==> config.mk <==
export PLATFORM = sky130hd
export DESIGN_NAME = constraint_sample_harvester
export DESIGN_NICKNAME = d
export VERILOG_FILES = /design/src/rtl/harvester_pkg.sv /design/src/rtl/harvester_fifo.sv /design/src/rtl/constraint_sample_harvester.sv
export SDC_FILE = /design/constraint.sdc
export NUM_CORES = 2
export LEC_CHECK = 0
export CORE_MARGIN = 5
export CORE_UTILIZATION = 54
export CTS_BUF_LIST = sky130_fd_sc_hd__clkbuf_16
export CTS_CLUSTER_DIAMETER = 200
export CTS_CLUSTER_SIZE = 30
export DETAILED_ROUTE_END_ITERATION = 12
export PLACE_DENSITY = 0.76
export SLEW_MARGIN = 20
export SYNTH_ARGS = -nofsm -noshare
export SYNTH_HDL_FRONTEND = slang
export SYNTH_SLANG_ARGS = --single-unit
==> constraint.sdc <==
create_clock -name clk -period 23 [get_ports clk]
set_clock_uncertainty 0.2 [all_clocks]
set_input_delay 3.45 -clock clk [delete_from_list [all_inputs] [get_ports clk]]
set_output_delay 3.45 -clock clk [all_outputs]
set_load 0.05 [all_outputs]
==> src/rtl/harvester_pkg.sv <==
`default_nettype none
// ============================================================================
// Module      : harvester_pkg
// Description : Shared types and helpers for the constraint sample harvester:
//               FSM state encoding, xorshift32 lane width, golden-ratio lane
//               seed spreading constant, lane-count and PRNG step functions.
// Revision    : 1.0 - initial release
// ============================================================================
package harvester_pkg;

    typedef enum logic [1:0] {
        IDLE = 2'd0,
        RUN  = 2'd1,
        DONE = 2'd2
    } state_t;

    localparam int          XS_LANE_W     = 32;
    localparam logic [31:0] c_GOLDEN_SEED = 32'h9E3779B9;

    // Number of 32-bit xorshift lanes needed to cover a candidate of width w.
    function automatic int lane_count(input int w);
        return (w + XS_LANE_W - 1) / XS_LANE_W;
    endfunction

    // One xorshift32 step (13/17/5 triple).
    function automatic logic [31:0] xs_step(input logic [31:0] v);
        logic [31:0] x;
        x = v;
        x = x ^ (x << 13);
        x = x ^ (x >> 17);
        x = x ^ (x << 5);
        return x;
    endfunction

    // Per-lane seed: spread the user seed across lanes with the golden-ratio
    // constant; a zero state would lock xorshift at zero, so it becomes 1.
    function automatic logic [31:0] seed_lane(input logic [31:0] seed, input int k);
        logic [31:0] kk;
        logic [31:0] v;
        kk = 32'(k);
        v  = seed ^ (kk * c_GOLDEN_SEED);
        return (v == 32'h0) ? 32'h1 : v;
    endfunction

endpackage : harvester_pkg
`default_nettype wire

==> src/rtl/harvester_fifo.sv <==
`default_nettype none
// ============================================================================
// Module      : harvester_fifo
// Description : Synchronous FIFO holding accepted samples. Valid/ready read
//               side with the head presented combinationally; the full flag
//               is registered state so a same-cycle pop never feeds back into
//               the producer's push decision.
// Ports       : clk, rst_n   - clock, asynchronous active-low reset
//               i_push       - write request (ignored when full unless popping)
//               i_data       - write data
//               o_full       - FIFO holds DEPTH entries
//               o_valid      - FIFO non-empty
//               o_data       - head entry (zero when empty)
//               i_ready      - consumer ready; pop when o_valid && i_ready
// Revision    : 1.0 - initial release
// ============================================================================
module harvester_fifo #(
    parameter int WIDTH = 8,
    parameter int DEPTH = 8
) (
    input  logic             clk,
    input  logic             rst_n,
    input  logic             i_push,
    input  logic [WIDTH-1:0] i_data,
    output logic             o_full,
    output logic             o_valid,
    output logic [WIDTH-1:0] o_data,
    input  logic             i_ready
);

    localparam int c_AW = $clog2(DEPTH);

    logic [WIDTH-1:0] r_mem [DEPTH];
    logic [c_AW-1:0]  r_wr_ptr;
    logic [c_AW-1:0]  r_rd_ptr;
    logic [c_AW:0]    r_count;

    logic w_empty;
    logic w_pop;
    logic w_push;

    assign w_empty = (r_count == '0);
    assign o_full  = (r_count == (c_AW+1)'(DEPTH));
    assign o_valid = !w_empty;
    assign o_data  = w_empty ? '0 : r_mem[r_rd_ptr];

    assign w_pop  = i_ready && !w_empty;
    // A pop in the same cycle frees the slot the push is about to use.
    assign w_push = i_push && (!o_full || w_pop);

    always_ff @(posedge clk) begin
        if (w_push) begin
            r_mem[r_wr_ptr] <= i_data;
        end
    end

    always_ff @(posedge clk or negedge rst_n) begin
        if (!rst_n) begin
            r_wr_ptr <= '0;
            r_rd_ptr <= '0;
            r_count  <= '0;
        end else begin
            if (w_push) begin
                r_wr_ptr <= r_wr_ptr + c_AW'(1);
            end
            if (w_pop) begin
                r_rd_ptr <= r_rd_ptr + c_AW'(1);
            end
            case ({w_push, w_pop})
                2'b10:   r_count <= r_count + (c_AW+1)'(1);
                2'b01:   r_count <= r_count - (c_AW+1)'(1);
                default: r_count <= r_count;
            endcase
        end
    end

endmodule : harvester_fifo
`default_nettype wire

==> src/rtl/constraint_sample_harvester.sv <==
`default_nettype none
// ============================================================================
// Module      : constraint_sample_harvester
// Description : Stimulus/collection stage around a combinational constraint
//               checker. Drives xorshift32 candidates on cand_o, samples the
//               checker verdict x_i in the same cycle, buffers satisfying
//               candidates in a FIFO and streams them out via valid/ready.
//               A run ends on reaching the sample target or the attempt
//               budget.
// Ports       : clk, rst_n        - clock, asynchronous active-low reset
//               start_i           - start pulse (honoured only in IDLE)
//               seed_i            - PRNG seed
//               num_samples_i     - hit target (0 = finish immediately)
//               max_attempts_i    - attempt budget (0 = unlimited)
//               cand_o / x_i      - candidate to checker / checker verdict
//               busy_o, done_o    - running / one-cycle completion pulse
//               timeout_o         - sticky budget-exhausted flag
//               hit_cnt_o         - samples accepted this run
//               smp_valid_o, smp_data_o, smp_ready_i - sample stream
// Options     : HARVEST_DEDUP_EN  - reject a hit equal to the last pushed
//                                   candidate of the run
// Revision    : 1.0 - initial release
// ============================================================================
module constraint_sample_harvester
    import harvester_pkg::*;
#(
    parameter int CAND_W     = 185,
    parameter int FIFO_DEPTH = 8,
    parameter int CNT_W      = 16,
    parameter int ATT_W      = 32
) (
    input  logic              clk,
    input  logic              rst_n,
    input  logic              start_i,
    input  logic [31:0]       seed_i,
    input  logic [CNT_W-1:0]  num_samples_i,
    input  logic [ATT_W-1:0]  max_attempts_i,
    output logic [CAND_W-1:0] cand_o,
    input  logic              x_i,
    output logic              busy_o,
    output logic              done_o,
    output logic              timeout_o,
    output logic [CNT_W-1:0]  hit_cnt_o,
    output logic              smp_valid_o,
    output logic [CAND_W-1:0] smp_data_o,
    input  logic              smp_ready_i
);

    localparam int c_NL = lane_count(CAND_W);
    localparam int c_LW = c_NL * XS_LANE_W;

    state_t            r_state;
    logic [c_LW-1:0]   r_lanes;
    logic [CAND_W-1:0] r_cand;
    logic [CNT_W-1:0]  r_target;
    logic [ATT_W-1:0]  r_budget;
    logic [ATT_W-1:0]  r_att;
    logic [CNT_W-1:0]  r_hit;
    logic              r_busy;
    logic              r_done;
    logic              r_timeout;

    logic [c_LW-1:0]   w_lanes_seed;
    logic [c_LW-1:0]   w_lanes_next;
    logic              w_start_acc;
    logic              w_run;
    logic              w_dup;
    logic              w_accept;
    logic              w_fifo_full;
    logic              w_stall;
    logic              w_step;
    logic              w_push;
    logic [CNT_W-1:0]  w_hit_nxt;
    logic [ATT_W-1:0]  w_att_nxt;
    logic              w_tgt_met;
    logic              w_bud_met;

    // ------------------------------------------------------------------
    // PRNG lanes
    // ------------------------------------------------------------------
    for (genvar k = 0; k < c_NL; k++) begin : g_lane
        assign w_lanes_seed[k*XS_LANE_W +: XS_LANE_W] = seed_lane(seed_i, k);
        assign w_lanes_next[k*XS_LANE_W +: XS_LANE_W] =
            xs_step(r_lanes[k*XS_LANE_W +: XS_LANE_W]);
    end

    // ------------------------------------------------------------------
    // Attempt decode
    // ------------------------------------------------------------------
    assign w_start_acc = (r_state == IDLE) && start_i;
    assign w_run       = (r_state == RUN);
    assign w_accept    = x_i && !w_dup;
    // Full is the registered flag, so a concurrent pop only helps next cycle.
    assign w_stall     = w_run && w_accept && w_fifo_full;
    assign w_step      = w_run && !w_stall;
    assign w_push      = w_step && w_accept;

    assign w_hit_nxt = (w_push && (r_hit != '1)) ? r_hit + CNT_W'(1) : r_hit;
    assign w_att_nxt = (r_att != '1) ? r_att + ATT_W'(1) : r_att;
    assign w_tgt_met = (w_hit_nxt == r_target);
    assign w_bud_met = (r_budget != '0) && (w_att_nxt == r_budget);

`ifdef HARVEST_DEDUP_EN
    logic [CAND_W-1:0] r_last;
    logic              r_last_vld;

    assign w_dup = r_last_vld && (r_cand == r_last);

    always_ff @(posedge clk or negedge rst_n) begin
        if (!rst_n) begin
            r_last     <= '0;
            r_last_vld <= 1'b0;
        end else if (w_start_acc) begin
            r_last     <= '0;
            r_last_vld <= 1'b0;
        end else if (w_push) begin
            r_last     <= r_cand;
            r_last_vld <= 1'b1;
        end
    end
`else
    assign w_dup = 1'b0;
`endif

    // ------------------------------------------------------------------
    // Control FSM
    // ------------------------------------------------------------------
    always_ff @(posedge clk or negedge rst_n) begin
        if (!rst_n) begin
            r_state   <= IDLE;
            r_lanes   <= {c_NL{32'h1}};
            r_cand    <= '0;
            r_target  <= '0;
            r_budget  <= '0;
            r_att     <= '0;
            r_hit     <= '0;
            r_busy    <= 1'b0;
            r_done    <= 1'b0;
            r_timeout <= 1'b0;
        end else begin
            r_done <= 1'b0;
            case (r_state)
                IDLE: begin
                    if (start_i) begin
                        r_target  <= num_samples_i;
                        r_budget  <= max_attempts_i;
                        r_att     <= '0;
                        r_hit     <= '0;
                        r_timeout <= 1'b0;
                        if (num_samples_i == '0) begin
                            r_state <= DONE;
                            r_done  <= 1'b1;
                        end else begin
                            // Seeded lanes are the first candidate of the run.
                            r_lanes <= w_lanes_seed;
                            r_cand  <= w_lanes_seed[CAND_W-1:0];
                            r_state <= RUN;
                            r_busy  <= 1'b1;
                        end
                    end
                end
                RUN: begin
                    if (w_step) begin
                        r_att   <= w_att_nxt;
                        r_hit   <= w_hit_nxt;
                        r_lanes <= w_lanes_next;
                        r_cand  <= w_lanes_next[CAND_W-1:0];
                        if (w_tgt_met || w_bud_met) begin
                            r_state   <= DONE;
                            r_done    <= 1'b1;
                            r_busy    <= 1'b0;
                            // Reaching the target takes precedence over budget.
                            r_timeout <= !w_tgt_met;
                        end
                    end
                end
                DONE: begin
                    r_state <= IDLE;
                end
                default: begin
                    r_state <= IDLE;
                    r_busy  <= 1'b0;
                end
            endcase
        end
    end

    // ------------------------------------------------------------------
    // Sample buffer
    // ------------------------------------------------------------------
    harvester_fifo #(
        .WIDTH (CAND_W),
        .DEPTH (FIFO_DEPTH)
    ) u_fifo (
        .clk     (clk),
        .rst_n   (rst_n),
        .i_push  (w_push),
        .i_data  (r_cand),
        .o_full  (w_fifo_full),
        .o_valid (smp_valid_o),
        .o_data  (smp_data_o),
        .i_ready (smp_ready_i)
    );

    assign cand_o    = r_cand;
    assign busy_o    = r_busy;
    assign done_o    = r_done;
    assign timeout_o = r_timeout;
    assign hit_cnt_o = r_hit;

endmodule : constraint_sample_harvester
`default_nettype wire
==> Word level (Yosys, flattened, before mapping) <==
Memory sizes are Yosys's and may differ from the RTL's.
Index checks and enable logic that the tools add are counted.
{ "op_classes": {"addsub": 6, "n_mul": 0, "order_cmp": 0, "eq_ne": 13, "n_shift": 0, "bitwise_logic": 24, "n_mux": 45, "n_reduce_logical": 32, "div": 0} }
{ "ops": {"columns": ["cell", "count"], "rows": [
  ["$mux W185", 4],
  ["$mux W192", 3],
  ["$pmux W192 S2", 1],
  ["$xor A32 B32 Y32", 12],
  ["$pmux W185 S2", 1],
  ["$mux W32", 9],
  ["$logic_not A32 Y1", 6],
  ["$xor A32 B15 Y32", 6],
  ["$pmux W32 S2", 1],
  ["$mux W16", 3],
  ["$not A19 Y19", 2],
  ["$add A32 B1 Y32 const B", 1],
  ["$eq A32 B32 Y1", 1],
  ["$ne A32 B32 Y1 const B", 1],
  ["$pmux W16 S2", 1],
  ["$reduce_bool A32 Y1", 1],
  ["$not A20 Y20", 1],
  ["$not A18 Y18", 1],
  ["$add A16 B1 Y16 const B", 1],
  ["$eq A16 B16 Y1", 1],
  ["$logic_not A16 Y1", 1],
  ["$ne A16 B16 Y1 const B", 1],
  ["$not A14 Y14", 1],
  ["$mux W1", 13],
  ["other kinds (24)", 47]
]} }
{ "word_totals": {"ram_bits": 1480, "memories": 1, "mem_bits_ro": 0, "latchBits": 0, "ff_bits": 488, "wordCells": 134, "in_bits": 85} }
{ "memory_table": {"columns": ["name", "words", "word_bits", "rd", "rd_clocked_by_memory_dff", "wr", "line_no", "text"], "rows": [
  ["u_fifo.r_mem", 8, 185, 1, 0, 1, "harvester_fifo.sv:33", "logic [WIDTH-1:0] r_mem [DEPTH];"]
]} }

==> Logic depth before layout (Yosys ltp) <==
{ "logic_depth": {"ltp_word": 13, "ltp_mapped": 11} }

==> By module <==
A second synthesis with hierarchy kept.
{ "unflattened": {"hier_cells": 4775, "hier_area_um2": 77216.6} }
{ "modules_own_cells": {"columns": ["module", "cells_each", "n_inst", "area_per_inst_um2"], "rows": [
  ["harvester_fifo", 2409, 1, 56698.1],
  ["constraint_sample_harvester", 2366, 1, 20518.4]
]} }

==> Least setup slack after synthesis <==
No wires, ideal clock.
{ "synth_timing": {"path_type": "input port to flip-flop", "startpoint": "input port x_i", "endpoint": "memory u_fifo.r_mem[2][0] (netlist name) (enable)", "slack_ps": -1297, "n_path_buf": 0, "arrival_time_ps": 22851, "path_stages": 4, "required_ps": 21553, "cell_sequence": "nand3b_1 > nor2_1 > clkinv_1 > nor4b_1"} }
{ "synth_via": {"elab_chain_len": 8} }
{ "synth_lines": {"columns": ["element", "line_no", "text"], "rows": [
  ["start: declaration", "constraint_sample_harvester.sv:39", "input logic x_i,"],
  ["$logic_and A1 B1 Y1 (2 in series)", "constraint_sample_harvester.sv:94", "assign w_stall = w_run && w_accept && w_fifo_full;"],
  ["$logic_not A1 Y1", "constraint_sample_harvester.sv:95", "assign w_step = w_run && !w_stall;"],
  ["$logic_and A1 B1 Y1", "constraint_sample_harvester.sv:95", null],
  ["$logic_and A1 B1 Y1 (*)", "constraint_sample_harvester.sv:96", "assign w_push = w_step && w_accept;"],
  ["$logic_and A1 B1 Y1 (*)", "harvester_fifo.sv:49", "assign w_push = i_push && (!o_full || w_pop);"],
  ["$mux W1 (*)", "harvester_fifo.sv:52", "if (w_push) begin"],
  ["$mux W1 (implied by the code) (*)", "harvester_fifo.sv:53", "r_mem[r_wr_ptr] <= i_data;"],
  ["end: declaration", "harvester_fifo.sv:33", null]
]} }
Mark *: on every way between the ends. The rest lies on a longest branch, timed or not.

==> Final worst setup path <==
{ "layout_timing": {"startpoint": "register u_fifo.r_rd_ptr[1]", "endpoint": "output port smp_data_o[65]"} }
{ "layout_via": {"elab_chain_len": 2} }
{ "layout_lines": {"columns": ["element", "line_no", "text"], "rows": [
  ["start: declaration", "harvester_fifo.sv:35", "logic [c_AW-1:0] r_rd_ptr;"],
  ["start signal: assignment", "harvester_fifo.sv:67", "r_rd_ptr <= r_rd_ptr + c_AW'(1);"],
  ["$mem_v2 Z8 W185", null, null],
  ["$mux W185", "harvester_fifo.sv:45", "assign o_data = w_empty ? '0 : r_mem[r_rd_ptr];"],
  ["end: declaration", "constraint_sample_harvester.sv:45", "output logic [CAND_W-1:0] smp_data_o,"]
]} }
Every way passes these cells.

==> impl_metrics.yaml <==
run_status:
  status: "finished, final reports clean"
layout:
  ff_latch_area_um2: 52200
  syn2layout_area_growth_pct: 10.2
  layout_common_cells: "edfxtp_1 (1,480), clkdlybuf4s50_1 (473), nor2_1 (418)"
  nets: 5264
  multi_input_area_um2: 22600
  n_fill_cell: 10400
  drive_above_1_share_pct: 12.3
  final_common_cell: "edfxtp_1"
floorplanning:
  die_h_um: 388
  dieArea_um2: 151000
  initial_core_util_pct: 54.5
  core.rowCount: 138
  pin_count: 475
  die-width_um: 388
  coreArea_um2: 142000
synth:
  synth_fa_ha_area_share_pct: 0.139
  synthDistinctLibCells: 91
  synthSimpleGateAreaFrac_pct: 6.11
  synth_top_family_by_area: "multiplexers"
  synth-seq-cells: 1789
  yosysWarnings: 0
  synth_mux_area_share_pct: 13.4
  ys_async_sr_fraction_pct: 17.3
  syn-num-nets: 5051
  syn_avg_cell_area_um2: 15.6
  syn_inst: 4958
  synthXorXnorAreaFrac_pct: 4.70
  synth_flop_cell: "edfxtp_1"
  synth-seq-area-share_pct: 67.6
  syn_area_um2: 77200
  synth_compound_area_share_pct: 4.78
  synth_edf_count: 1480
clock_tree:
  holdBufCountCts: 0
  cts_tree: "yes"
  cts.path.max_buffers: 3
  clock_sinks: 1789
  post_cts_resized: 0
  cts.reportedPaths.clkPinSlew_ns: 0.12
  cts_setup_buffers: 0
  cts_made_buffers: 69
  clk_latency_ns: 0.76
  htree_levels: 3
  cts_root_buffer: "clkbuf_16"
worst_setup_path:
  critPathLaunchType: "register"
  worstPathRequired_ns: 19.35
  cpMostUsedCell: "buf_4"
  max_stage_delay_ns: 0.94
  cp_max_fo: 76
  crit_path_end_kind: "output port"
  crit_buf_inv: 4
  critPathArrivalTime_ns: 5.90
  critPathSlowestCell: "buf_4"
  path_cells: "buf_4 -> buf_4 -> buf_4 -> mux4_2 -> mux2i_1 -> nor2_1 -> clkdlybuf4s50_1"
  setup.worst_path.class: "reg -> out"
  crit_family: "buffers and inverters"
route:
  drt_iter0_markers: 5184
  first_pass_iters: 6
  vias: 44300
  detail_route.wl_per_cell_um: 29.1
  drc: 0
  viasPerCell: 6.23
  ant_nets: 0
  wirelength_mm: 207
timing:
  tightest_slew_ns: 1.18
  maxSlewViolCount: 0
  max_slew_margin_pct: 21.3
  setup_tns_ns: 0
  min_period_ns: 9.55
  fmax_mhz: 105
  rsz0062_at_grt: "no"
  final.period_utilization_pct: 41.5
  hold_viol_final: 0
  setup_violations: 0
hold_path:
  min_path_type: "reg -> reg"
global_route:
  grt_overflow: 0
  antenna_found_initial: 20
  grt_first_pass_wirelength_mm: 301
  grt_max_degree: 200
  grt_usage_pct: 26.9
  grt_pass1_vias: 43200
placement:
  numPortBuffers: 474
  routabilityCongestion: 0.946
  hpwl_mm: 132
flow_run:
  cap_violations: 0
## final timing paths
kind,cells past startpoint,endpoint,startpoint,slack [ns]
hold / removal,2,r_target[0]$_DFFE_PN0P_,r_target[0]$_DFFE_PN0P_,0.30
min in group asynchronous,1,r_budget[29]$_DFFE_PN0P_,rst_n,2.59
max in group asynchronous,3,r_lanes[66]$_DFFE_PN0P_,rst_n,17.67
hold reg to reg,2,r_target[0]$_DFFE_PN0P_,r_target[0]$_DFFE_PN0P_,0.30
setup / recovery,7,smp_data_o[65],u_fifo.r_rd_ptr[1]$_DFFE_PN0P_,13.45
setup reg to reg,7,u_fifo.r_mem[2][72]$_DFFE_PP_,r_state[0]$_DFFE_PN0P_,18.12
## state kept, by name, summed over array words and instances (netlist names)
| register | flops |
|---|---|
| cand_o | 6 |
| timeout_o | 1 |
| busy_o | 1 |
| hit_cnt_o | 16 |
| done_o | 1 |
| u_fifo.r_wr_ptr | 3 |
| r_att | 32 |
| r_state | 2 |
| r_target | 16 |
| u_fifo.r_mem | 1480 |
| r_budget | 32 |
| u_fifo.r_count | 4 |
| r_lanes | 192 |
| u_fifo.r_rd_ptr | 3 |
## metrics by stage
step,cells,hold slack [ns],setup slack [ns],area [um^2],utilization (%)
3_3_place_gp,6989,0.281,13.96,83100,58.6
5_1_grt,7098,0.340,13.03,85100,60.0
2_1_floorplan,4958,0.265,0.118,77200,-
4_1_cts,7097,0.313,13.10,85000,60.0
6_report,7112,0.305,13.45,85100,60.0
3_5_place_dp,6989,0.284,13.92,83100,58.6
## logic make-up after synthesis
group	Yosys count
DFF	1789
and+or+nand+nor	1056
AOI/OAI and AO/OA	621
muxes	568
buffers and inverters	502
xor gates and xnor gates	414
adders and majority gates	8
## synth_stat cells (8+ instances only)
| library cell | instances | area [um^2] |
|---|---|---|
| nor4_1 | 32 | 200 |
| edfxtp_1 | 1480 | 44400 |
| nand3_1 | 49 | 245 |
| buf_4 | 179 | 1340 |
| o22a_1 | 44 | 385 |
| xnor2_1 | 260 | 2280 |
| a211oi_1 | 12 | 90.1 |
| and4_1 | 11 | 96.3 |
| nor2b_1 | 9 | 56.3 |
| nand4_1 | 37 | 231 |
| buf_2 | 11 | 55.1 |
| and2_1 | 21 | 131 |
| buf_1 | 67 | 251 |
| a21o_1 | 13 | 97.6 |
| a31oi_1 | 54 | 338 |
| nand2_1 | 364 | 1370 |
| dfrtp_1 | 303 | 7580 |
| o21ai_0 | 246 | 1230 |
| o31ai_1 | 18 | 135 |
| o22ai_1 | 8 | 50.1 |
| nor2_1 | 422 | 1580 |
| and3_1 | 15 | 93.8 |
| xor2_1 | 154 | 1350 |
| nand2b_1 | 11 | 68.8 |
| mux4_2 | 370 | 8330 |
| inv_1 | 31 | 116 |
| a21oi_1 | 164 | 821 |
| clkbuf_1 | 212 | 796 |
| mux2i_1 | 195 | 1950 |
| nor3_1 | 31 | 155 |
## final cells by class
| type | count | share of cell area, % |
|---|---|---|
| antenna | 14 | 0.0412 |
| clock buffer | 71 | 2.09 |
| sequential | 1789 | 61.3 |
| multi-input combinational | 2667 | 26.5 |
| inverter | 32 | 0.141 |
| tap | 1890 | 2.78 |
| clock inverter | 37 | 0.207 |
| timing repair buffer | 612 | 6.89 |
## routing by layer
metal | track usage, % | up-vias | wire, um
met3 | 6.18 | 252 | 19400
li1 | - | 18900 | -
met5 | 0 | - | 104
met1 | 37.4 | 23100 | 81100
met4 | 6.74 | 16 | 5450
met2 | 43.8 | 2037 | 101000
## worst register-to-register path: stages (launching register included)
cell	delay, ns
dfrtp_1	0.63
nand3b_1	0.16
nor2_1	0.36
clkinv_1	0.39
nor4b_4	0.33
buf_4	0.61
buf_4	0.85
buf_4	0.94
Power is not shown: default switching activity piles up to over one toggle a cycle in this logic, so the estimate is an artifact.
